### config.mk
export PLATFORM = sky130hd
export DESIGN_NAME = alu_issue_stage
export DESIGN_NICKNAME = d
export VERILOG_FILES = /design/src/rtl/alu_issue_stage.sv
export SDC_FILE = /design/constraint.sdc
export NUM_CORES = 1
export LEC_CHECK = 0
export BUFFER_PORTS_ARGS = -buffer_cell sky130_fd_sc_hd__buf_2
export CORE_AREA = 2 2 111 113
export CTS_BUF_LIST = sky130_fd_sc_hd__clkbuf_2 sky130_fd_sc_hd__clkbuf_4 sky130_fd_sc_hd__clkbuf_8
export DETAILED_ROUTE_END_ITERATION = 6
export DIE_AREA = 0 0 113 115
export PLACE_DENSITY = 0.66
export RECOVER_POWER = 25
export SLEW_MARGIN = 0
export SYNTH_ARGS = -nofsm -noshare
export SYNTH_HDL_FRONTEND = slang
export SYNTH_SLANG_ARGS = --single-unit
### constraint.sdc
create_clock -name clk -period 1.6 [get_ports clk]
set_clock_uncertainty 0.05 [all_clocks]
set_input_delay 0.24 -clock clk [delete_from_list [all_inputs] [get_ports clk]]
set_output_delay 0.24 -clock clk [all_outputs]
set_load 0.005 [all_outputs]
### src/rtl/alu_issue_stage.sv
// ID/EX issue register for the 32-bit EX ALU: decode, operand forwarding, stall/flush, illegal-funct count.
// Optional build macro: ALU_ISSUE_FWD_EN enables EX/MEM and MEM/WB operand forwarding.
module alu_issue_stage #(
  parameter int unsigned WIDTH = 32,
  parameter int unsigned CNT_W = 8
) (
  input  logic             clk,
  input  logic             rst_n,
  input  logic             stall,
  input  logic             flush,
  input  logic             in_valid,
  input  logic [1:0]       aluop,
  input  logic [5:0]       funct,
  input  logic [4:0]       shamt_in,
  input  logic [4:0]       rs_idx,
  input  logic [4:0]       rt_idx,
  input  logic [WIDTH-1:0] rs_val,
  input  logic [WIDTH-1:0] rt_val,
  input  logic [WIDTH-1:0] imm,
  input  logic             alusrc,
  input  logic             exmem_we,
  input  logic [4:0]       exmem_rd,
  input  logic [WIDTH-1:0] exmem_y,
  input  logic             memwb_we,
  input  logic [4:0]       memwb_rd,
  input  logic [WIDTH-1:0] memwb_wd,
  output logic             ex_valid,
  output logic [WIDTH-1:0] ex_a,
  output logic [WIDTH-1:0] ex_b,
  output logic [2:0]       ex_f,
  output logic [4:0]       ex_shamt,
  output logic             ex_illegal,
  output logic [CNT_W-1:0] illegal_cnt
);

  localparam int unsigned F_W  = 3;
  localparam int unsigned SH_W = 5;

  logic [F_W-1:0]   f_c;
  logic             illegal_c;
  logic [WIDTH-1:0] opa_c;
  logic [WIDTH-1:0] rt_fwd_c;
  logic [WIDTH-1:0] opb_c;

  logic             ex_valid_q,   ex_valid_d;
  logic [WIDTH-1:0] ex_a_q,       ex_a_d;
  logic [WIDTH-1:0] ex_b_q,       ex_b_d;
  logic [F_W-1:0]   ex_f_q,       ex_f_d;
  logic [SH_W-1:0]  ex_shamt_q,   ex_shamt_d;
  logic             ex_illegal_q, ex_illegal_d;
  logic [CNT_W-1:0] cnt_q,        cnt_d;

  // ALUOp/funct to ALU function code; unknown R-type funct decodes to AND and is flagged
  always_comb begin
    f_c       = F_W'(0);
    illegal_c = 1'b0;
    case (aluop)
      2'b00: f_c = F_W'(2);
      2'b01: f_c = F_W'(6);
      2'b11: f_c = F_W'(1);
      default: begin
        case (funct)
          6'h20:   f_c = F_W'(2);
          6'h22:   f_c = F_W'(6);
          6'h24:   f_c = F_W'(0);
          6'h25:   f_c = F_W'(1);
          6'h2A:   f_c = F_W'(7);
          default: illegal_c = 1'b1;
        endcase
      end
    endcase
  end

`ifdef ALU_ISSUE_FWD_EN
  // Youngest producer wins: EX/MEM before MEM/WB; register 0 is never forwarded
  always_comb begin
    opa_c = rs_val;
    if (exmem_we && (exmem_rd == rs_idx) && (rs_idx != 5'd0)) begin
      opa_c = exmem_y;
    end else if (memwb_we && (memwb_rd == rs_idx) && (rs_idx != 5'd0)) begin
      opa_c = memwb_wd;
    end
    rt_fwd_c = rt_val;
    if (exmem_we && (exmem_rd == rt_idx) && (rt_idx != 5'd0)) begin
      rt_fwd_c = exmem_y;
    end else if (memwb_we && (memwb_rd == rt_idx) && (rt_idx != 5'd0)) begin
      rt_fwd_c = memwb_wd;
    end
  end
`else
  logic unused_fwd;
  assign unused_fwd = ^{exmem_we, exmem_rd, exmem_y, memwb_we, memwb_rd, memwb_wd, rs_idx, rt_idx};
  assign opa_c      = rs_val;
  assign rt_fwd_c   = rt_val;
`endif

  assign opb_c = alusrc ? imm : rt_fwd_c;

  // Next EX contents: flush beats stall beats load
  always_comb begin
    ex_valid_d   = ex_valid_q;
    ex_a_d       = ex_a_q;
    ex_b_d       = ex_b_q;
    ex_f_d       = ex_f_q;
    ex_shamt_d   = ex_shamt_q;
    ex_illegal_d = ex_illegal_q;
    cnt_d        = cnt_q;
    if (flush) begin
      ex_valid_d   = 1'b0;
      ex_a_d       = '0;
      ex_b_d       = '0;
      ex_f_d       = '0;
      ex_shamt_d   = '0;
      ex_illegal_d = 1'b0;
    end else if (!stall) begin
      ex_valid_d   = in_valid;
      ex_a_d       = opa_c;
      ex_b_d       = opb_c;
      ex_f_d       = f_c;
      ex_shamt_d   = shamt_in;
      ex_illegal_d = in_valid & illegal_c;
      if (in_valid && illegal_c && (cnt_q != {CNT_W{1'b1}})) begin
        cnt_d = cnt_q + CNT_W'(1);
      end
    end
  end

  always_ff @(posedge clk or negedge rst_n) begin
    if (!rst_n) begin
      ex_valid_q   <= 1'b0;
      ex_a_q       <= '0;
      ex_b_q       <= '0;
      ex_f_q       <= '0;
      ex_shamt_q   <= '0;
      ex_illegal_q <= 1'b0;
      cnt_q        <= '0;
    end else begin
      ex_valid_q   <= ex_valid_d;
      ex_a_q       <= ex_a_d;
      ex_b_q       <= ex_b_d;
      ex_f_q       <= ex_f_d;
      ex_shamt_q   <= ex_shamt_d;
      ex_illegal_q <= ex_illegal_d;
      cnt_q        <= cnt_d;
    end
  end

  assign ex_valid    = ex_valid_q;
  assign ex_a        = ex_a_q;
  assign ex_b        = ex_b_q;
  assign ex_f        = ex_f_q;
  assign ex_shamt    = ex_shamt_q;
  assign ex_illegal  = ex_illegal_q;
  assign illegal_cnt = cnt_q;

endmodule

==> metrics.md, run 1 <==
| Metric | Value |
|---|---|
| Worst-Skew Late Latency | 350 ps |
| Seq pwr share | 48.8% |
| Post-DP HPWL | 7148 um |
| Reg2reg end | illegal_cnt[1] |
| Critical path launch point | illegal_cnt[0] |
| Peak supply drop | 428.5 uV |
| Clock sinks | 82 |
| Critical path destination | illegal_cnt[1] |
| Violated checks | design-rule violations |
| DRT Wirelength | 9568 um |
| Final hold vios | 0 |
| Yosys cell types | 29 |
| Gpl congestion | 0.8204 |
| Critical path capture point type | register |
| Hold Crit Class | input pin to register |
| Busiest layer in global routing | met2 |
| Buffer count from post-CTS setup fixing | 0 |
| Most common cell in the netlist | nor2_1 |
| Drt pass-1 iters | 6 |
| Die H | 115 um |
| CTS tree | yes |
| Power share of the clock group | 32.8% |
| WP depth | 5 |
| Die area | 13000 um^2 |
| GR Util met1 | 17.36% |
| Outcome | finished with violations |
| Initial detailed-routing violation count | 135 |
| I/O pin cnt | 283 |
| Max incr delay on CP | 360 ps |
| DRC viols | 17 |
| Pwr/cell area | 897.4 nW/um^2 |
| Tcrit/Tclk final | 93.65% |
| CP delay by family, top | simple AND/OR/NAND/NOR gates |
| Reg2Reg Setup Slack | 100 ps |
| Post-synth EDFFs | 0 |
| Slew Viols, Final | 0 |
| Slew HR | 46.17% |
| Mapped Nets | 561 |
| Post-Syn Instances | 359 |
| Mapped Area | 3725 um^2 |
| GRT Total Usage | 14.68% |
| Worst path required time | 1790 ps |
| Logic pwr share | 18.4% |
| Worst Path Buf+Inv | 0 |
| First-pass GRT wire length | 15100 um |
| H-tree depth | 3 |
| Worst-path clk slew | 90 ps |
| Synth area leaders | dfrtp_1 (55%), mux2i_1 (19%), nor2_1 (11%) |
| Initial core utilization | 31.54% |
| PortBufs | 196 |
| Core footprint | 11810 um^2 |
| Ys async rst share | 100.0% |
| Number of vias per cell | 4.601 |
| Vias in the first global route | 3266 |
| Final setup viols | 0 |
| Min cycle time layout | 1498 ps |
| CP max-delay cell | dfrtp_1 |
| # rows | 40 |
| Primary FF master, synth | dfrtp_1 |
| Ant diodes | 0 |
| MaxCap Viol Count | 0 |
| Share of the synthesized area in the top cell type | 55.09% |
| Clock Tree Buf Depth | 2 |
| Initial antenna violation count | 0 |
| Cell taking the most area after synthesis | dfrtp_1 |
| Net load switching power | 1.252 mW |
| Setup CP Type | register to register |
| Routed WL per cell | 13.31 um |
| Ys Warns | 0 |
| Crit path cell chain | ha_1 > nand3_1 > nor2_2 > or2_1 > mux2_4 |
| Register area share after synthesis | 55.09% |
| Worst Hold Slack | 69.99 ps |
| Num CTS Buffers | 9 |
| Total gr overflow | 0 |
| Layout cells sized above 1 | 42.13% |
| Arr. time, crit path | 1690 ps |
| Via count | 3308 |
| Worst Tran Pin Value | 807.5 ps |
| Syn avg cell area | 10.38 um^2 |
| Crit-path max FO | 7 |
| DIE WIDTH | 113 um |
| Switching Share | 26.79% |
| Internal | 3.422 mW |
| Synthesized flop and latch total | 82 |
| Top cells by count, synth | nor2_1 (105), dfrtp_1 (82), mux2i_1 (69) |
| Final Util | 44.10% |
| Largest net degree at the start of global routing | 75 |
| Post-layout nets | 769 |
| Leak | 2.934 nW |
| Detail Route Antenna Nets | 0 |
| GR Util met2 | 25.75% |
| R2R cell count | 5 |
| Max Freq | 0.6674 GHz |
| Startpoint types | register |
| Area growth syn-to-layout | 39.84% |
| Root buf cell | clkbuf_8 |
| Met3 Use GR | 3.795% |
| R2r startpoint | illegal_cnt[0] |
-- power groups by stage --
stage | clock network (mW) | registers (mW) | logic, mW
after floorplan | 0 | 2.35 | 0.363
after global placement | 0 | 2.31 | 0.859
after detailed placement | 0 | 2.32 | 0.882
after CTS | 1.59 | 2.28 | 0.888
after global routing | 1.70 | 2.30 | 0.964
final | 1.53 | 2.28 | 0.860
-- through the flow --
| stage | power, mW | setup TNS [ps] | setup slack (ps) | std cells | instance area (um^2) |
|---|---|---|---|---|---|
| 4_1_cts | 4.763 | 0 | 31.18 | 719 | 5226 |
| 3_5_place_dp | 3.203 | -472.6 | -125.5 | 702 | 5012 |
| 3_3_place_gp | 3.174 | -317.0 | -83.32 | 702 | 5012 |
| 5_1_grt | 4.960 | -9.757 | -9.757 | 719 | 5209 |
| 6_report | 4.674 | 0 | 101.6 | 719 | 5209 |
| 2_1_floorplan | 2.713 | 0 | 64.93 | 359 | 3725 |
-- cells in the final DEF (no fill, tap or decap), types with 2 or more instances in the layout --
cell / count
clkbuf_8: 10
clkinvlp_4: 3
dfrtp_1: 82
nor2b_1: 2
nor2_1: 104
buf_2: 193
xnor2_1: 3
buf_12: 2
clkbuf_1: 2
nand2b_1: 3
buf_4: 20
nor4_1: 3
nand2_1: 5
xor2_1: 4
mux2i_1: 69
clkbuf_4: 2
a21oi_1: 39
nand4_1: 2
nand3_1: 4
-- area by class of cell --
type	instances	area [um^2]
timing repair buffer	221	1194
sequential	82	2052
tap	147	183.9
clock buffer	10	137.6
clock inverter	6	66.31
fill	1163	6603
multi-input combinational	253	1575
-- worst min path at each step --
stage | start | endpoint | cells after the start
final | rs_val[11] | ex_a[11] | 3
after global routing | rs_val[1] | ex_a[1] | 3
after CTS | rs_val[30] | ex_a[30] | 3
after detailed placement | rst_n | ex_b[18] | 1
after global placement | rst_n | ex_b[18] | 1
after floorplan | rst_n | ex_a[0] | 0
-- cell families after synthesis --
| group | after synthesis | synth area share, % |
|---|---|---|
| AOI/OAI and AO/OA | 42 | 5.811 |
| xor gates and xnor gates | 7 | 1.646 |
| adders and majority gates | 1 | 0.3359 |
| buffers and inverters | 24 | 2.687 |
| DFF | 82 | 55.09 |
| muxes | 70 | 18.95 |
| and+or+nand+nor | 133 | 15.49 |
-- layer usage --
metal / part of all wire [%] / routed length [um]
met5: 0 / 0
met4: 1.5 / 148
met3: 8.7 / 832
met2: 48 / 4603
met1: 42 / 3984
-- worst register-to-register path: cells and delay by family, from the launching register on --
kind                       cells  cell delay, ps
and+or+nand+nor                3             510
DFF                            1             360
muxes                          1             310
adders and majority gates      1             170
-- flip-flops by register name (all words and copies together), names as in the netlist --
register	flops
ex_a	32
ex_b	32
ex_f	3
ex_illegal	1
ex_shamt	5
ex_valid	1
illegal_cnt	8
-- repair_timing --
item / CTS / global route
setup endpoints to repair: 0 / 1
gates resized for setup: 0 / 1
endpoints found under the hold margin: 23 / 0
hold buffers: 1 / 0
No activity file was read; power rests on OpenSTA's default activity.
==> run 2: changes to the inputs <==
--- a/config.mk
+++ b/config.mk
@@ -11,7 +11,7 @@
 export DETAILED_ROUTE_END_ITERATION = 6
 export DIE_AREA = 0 0 113 115
 export PLACE_DENSITY = 0.66
-export RECOVER_POWER = 25
+export RECOVER_POWER = 100
 export SLEW_MARGIN = 0
 export SYNTH_ARGS = -nofsm -noshare
 export SYNTH_HDL_FRONTEND = slang
==> run 2 against run 1 <==
  * Via count rose by 0.27%
  * Power fell by 0.81%
  * Design area shrank 1.4%
  * Largest power group unchanged
  * Highest routed layer unchanged
  * The run still ends with design-rule violations left
  * Setup slack got worse by 0.89 ps
  * Routed wire length rose by 0.34%
  * First-iteration DRC count increased by 12%
  * Utilization shrank 0.64 points
  * Largest cell class unchanged
  * Non-clock buffer count is the same
  * Critical path depth did not move
==> metrics.md, run 2 (synthesis gave the netlist of run 1 again) <==
| Metric | Value |
|---|---|
| Max incr delay on CP | 360 ps |
| Leak | 2.754 nW |
| DRT Wirelength | 9601 um |
| Num CTS Buffers | 9 |
| Worst Tran Pin Value | 813.3 ps |
| Most frequent cells in the layout | buf_2 (154), nor2_1 (104), dfrtp_1 (82) |
| Ant diodes | 0 |
| Vias in the first global route | 3266 |
| Drt pass-1 iters | 6 |
| Post-Place Cell Area | 5012 um^2 |
| Final setup viols | 0 |
| Largest net degree at the start of global routing | 75 |
| CP max-delay cell | dfrtp_1 |
| R2R cell count | 5 |
| Fin cells | 719 |
| Die H | 115 um |
| Critical path launch point | illegal_cnt[0] |
| Core footprint | 11810 um^2 |
| Initial detailed-routing violation count | 151 |
| Total chip power | 4.636 mW |
| Post-DP HPWL | 7148 um |
| Slew HR | 45.78% |
| Routed WL per cell | 13.35 um |
| Worst Path Buf+Inv | 0 |
| MaxCap Viol Count | 0 |
| Initial core utilization | 31.54% |
| PortBufs | 196 |
| Initial antenna violation count | 0 |
| Via count | 3317 |
| Startpoint types | register |
| Crit-path max FO | 7 |
| Seq pwr share | 49.2% |
| Arr. time, crit path | 1690 ps |
| Internal | 3.382 mW |
| Setup CP Type | register to register |
| Peak supply drop | 427.2 uV |
| Crit path cell chain | ha_1 > nand3_1 > nor2_2 > or2_1 > mux2_4 |
| DIE WIDTH | 113 um |
| Net load switching power | 1.255 mW |
| Number of vias per cell | 4.613 |
| H-tree depth | 3 |
| GRT Total Usage | 14.68% |
| Gpl congestion | 0.8204 |
| DRC viols | 17 |
| Post-layout nets | 769 |
| Layout cells sized above 1 | 34.09% |
| Violated checks | design-rule violations |
| Worst path required time | 1790 ps |
| Detail Route Antenna Nets | 0 |
| # rows | 40 |
| Logic pwr share | 17.7% |
| Critical path capture point type | register |
| First-pass GRT wire length | 15100 um |
| Clock Tree Buf Depth | 2 |
| Slew Viols, Final | 0 |
| Most common cell after layout, fill and taps aside | buf_2 |
| Tcrit/Tclk final | 93.70% |
| R2r startpoint | illegal_cnt[0] |
| Power share of the clock group | 33.1% |
| Area growth syn-to-layout | 37.82% |
| Final hold vios | 0 |
| Clock sinks | 82 |
| Max Freq | 0.6670 GHz |
| Reg2Reg Setup Slack | 100 ps |
| CTS tree | yes |
| Root buf cell | clkbuf_8 |
| Switching Share | 27.07% |
| Pwr/cell area | 903.1 nW/um^2 |
| Worst-path clk slew | 90 ps |
| I/O pin cnt | 283 |
| Post-route cell area | 5134 um^2 |
| Hold Crit Class | input pin to register |
| Worst-Skew Late Latency | 350 ps |
| Reg2reg end | illegal_cnt[1] |
| Critical path destination | illegal_cnt[1] |
| Min cycle time layout | 1499 ps |
| CP delay by family, top | simple AND/OR/NAND/NOR gates |
| Register Area | 2052 um^2 |
| Final Util | 43.46% |
| Fillers | 1192 |
| WP depth | 5 |
| Total gr overflow | 0 |
| Placed cells | 702 |
| Die area | 13000 um^2 |
| Setup tns final | 0 ps |
| Footprint of the multi-input gates | 1575 um^2 |
| Outcome | finished with violations |
## run 2: cell types whose count changed in the layout (fill, tap and decap cells not counted)
cell | previous run | this run
buf_2 | 193 | 154
buf_4 | 20 | 13
clkbuf_1 | 2 | 48
## run 2: through the flow
stage / setup slack [ps] / hold slack [ps]
3_3_place_gp: -83.32 / 83.73
2_1_floorplan: 64.93 / -105.6
3_5_place_dp: -125.5 / 84.48
6_report: 100.8 / 70.05
5_1_grt: -5.703 / 59.97
4_1_cts: 31.18 / 54.32
## run 2: layout make-up
| class | count | share of cell area, % |
|---|---|---|
| clock inverters | 6 | 1.292 |
| multi-input cells | 253 | 30.68 |
| flip-flops and latches | 82 | 39.97 |
| well taps | 147 | 3.583 |
| repair buffers | 221 | 21.79 |
| clock buffers | 10 | 2.681 |
## run 2: worst min path at each step
stage | depth (start not counted) | endpoint | start | slack (ps)
after floorplan | 0 | ex_a[0] | rst_n | -110
after global placement | 1 | ex_b[18] | rst_n | 80
after detailed placement | 1 | ex_b[18] | rst_n | 80
after CTS | 3 | ex_a[30] | rs_val[30] | 50
after global routing | 3 | ex_a[1] | rs_val[1] | 60
final | 3 | ex_a[11] | rs_val[11] | 70
## run 2: power by group through the flow
| stage | logic, mW | clock network, mW | registers (mW) |
|---|---|---|---|
| floorplan | 0.363 | 0 | 2.35 |
| global placement | 0.859 | 0 | 2.31 |
| detailed placement | 0.882 | 0 | 2.32 |
| CTS | 0.888 | 1.59 | 2.28 |
| global route | 0.923 | 1.70 | 2.30 |
| finish | 0.821 | 1.53 | 2.28 |
## run 2: timing repair
item | 4_1_cts | 5_1_grt
hold endpoints to repair | 23 | 0
hold buffers | 1 | 0
resized for setup | 0 | 1
buffers inserted | 0 | 0
setup endpoints to repair | 0 | 1
## run 2: per-layer routing
| layer | vias to the layer above | wire, um | global-route usage (%) |
|---|---|---|---|
| met5 | - | 0 | 0 |
| met2 | 124 | 4613 | 25.75 |
| met4 | 0 | 148 | 5.610 |
| met1 | 1551 | 4005 | 17.36 |
| li1 | 1631 | - | - |
| met3 | 11 | 834 | 3.795 |
## run 2: tightest hold or removal path, cell delays in order
cell and delay (ps):
buf_2 70, mux2i_1 50, nor2_1 70
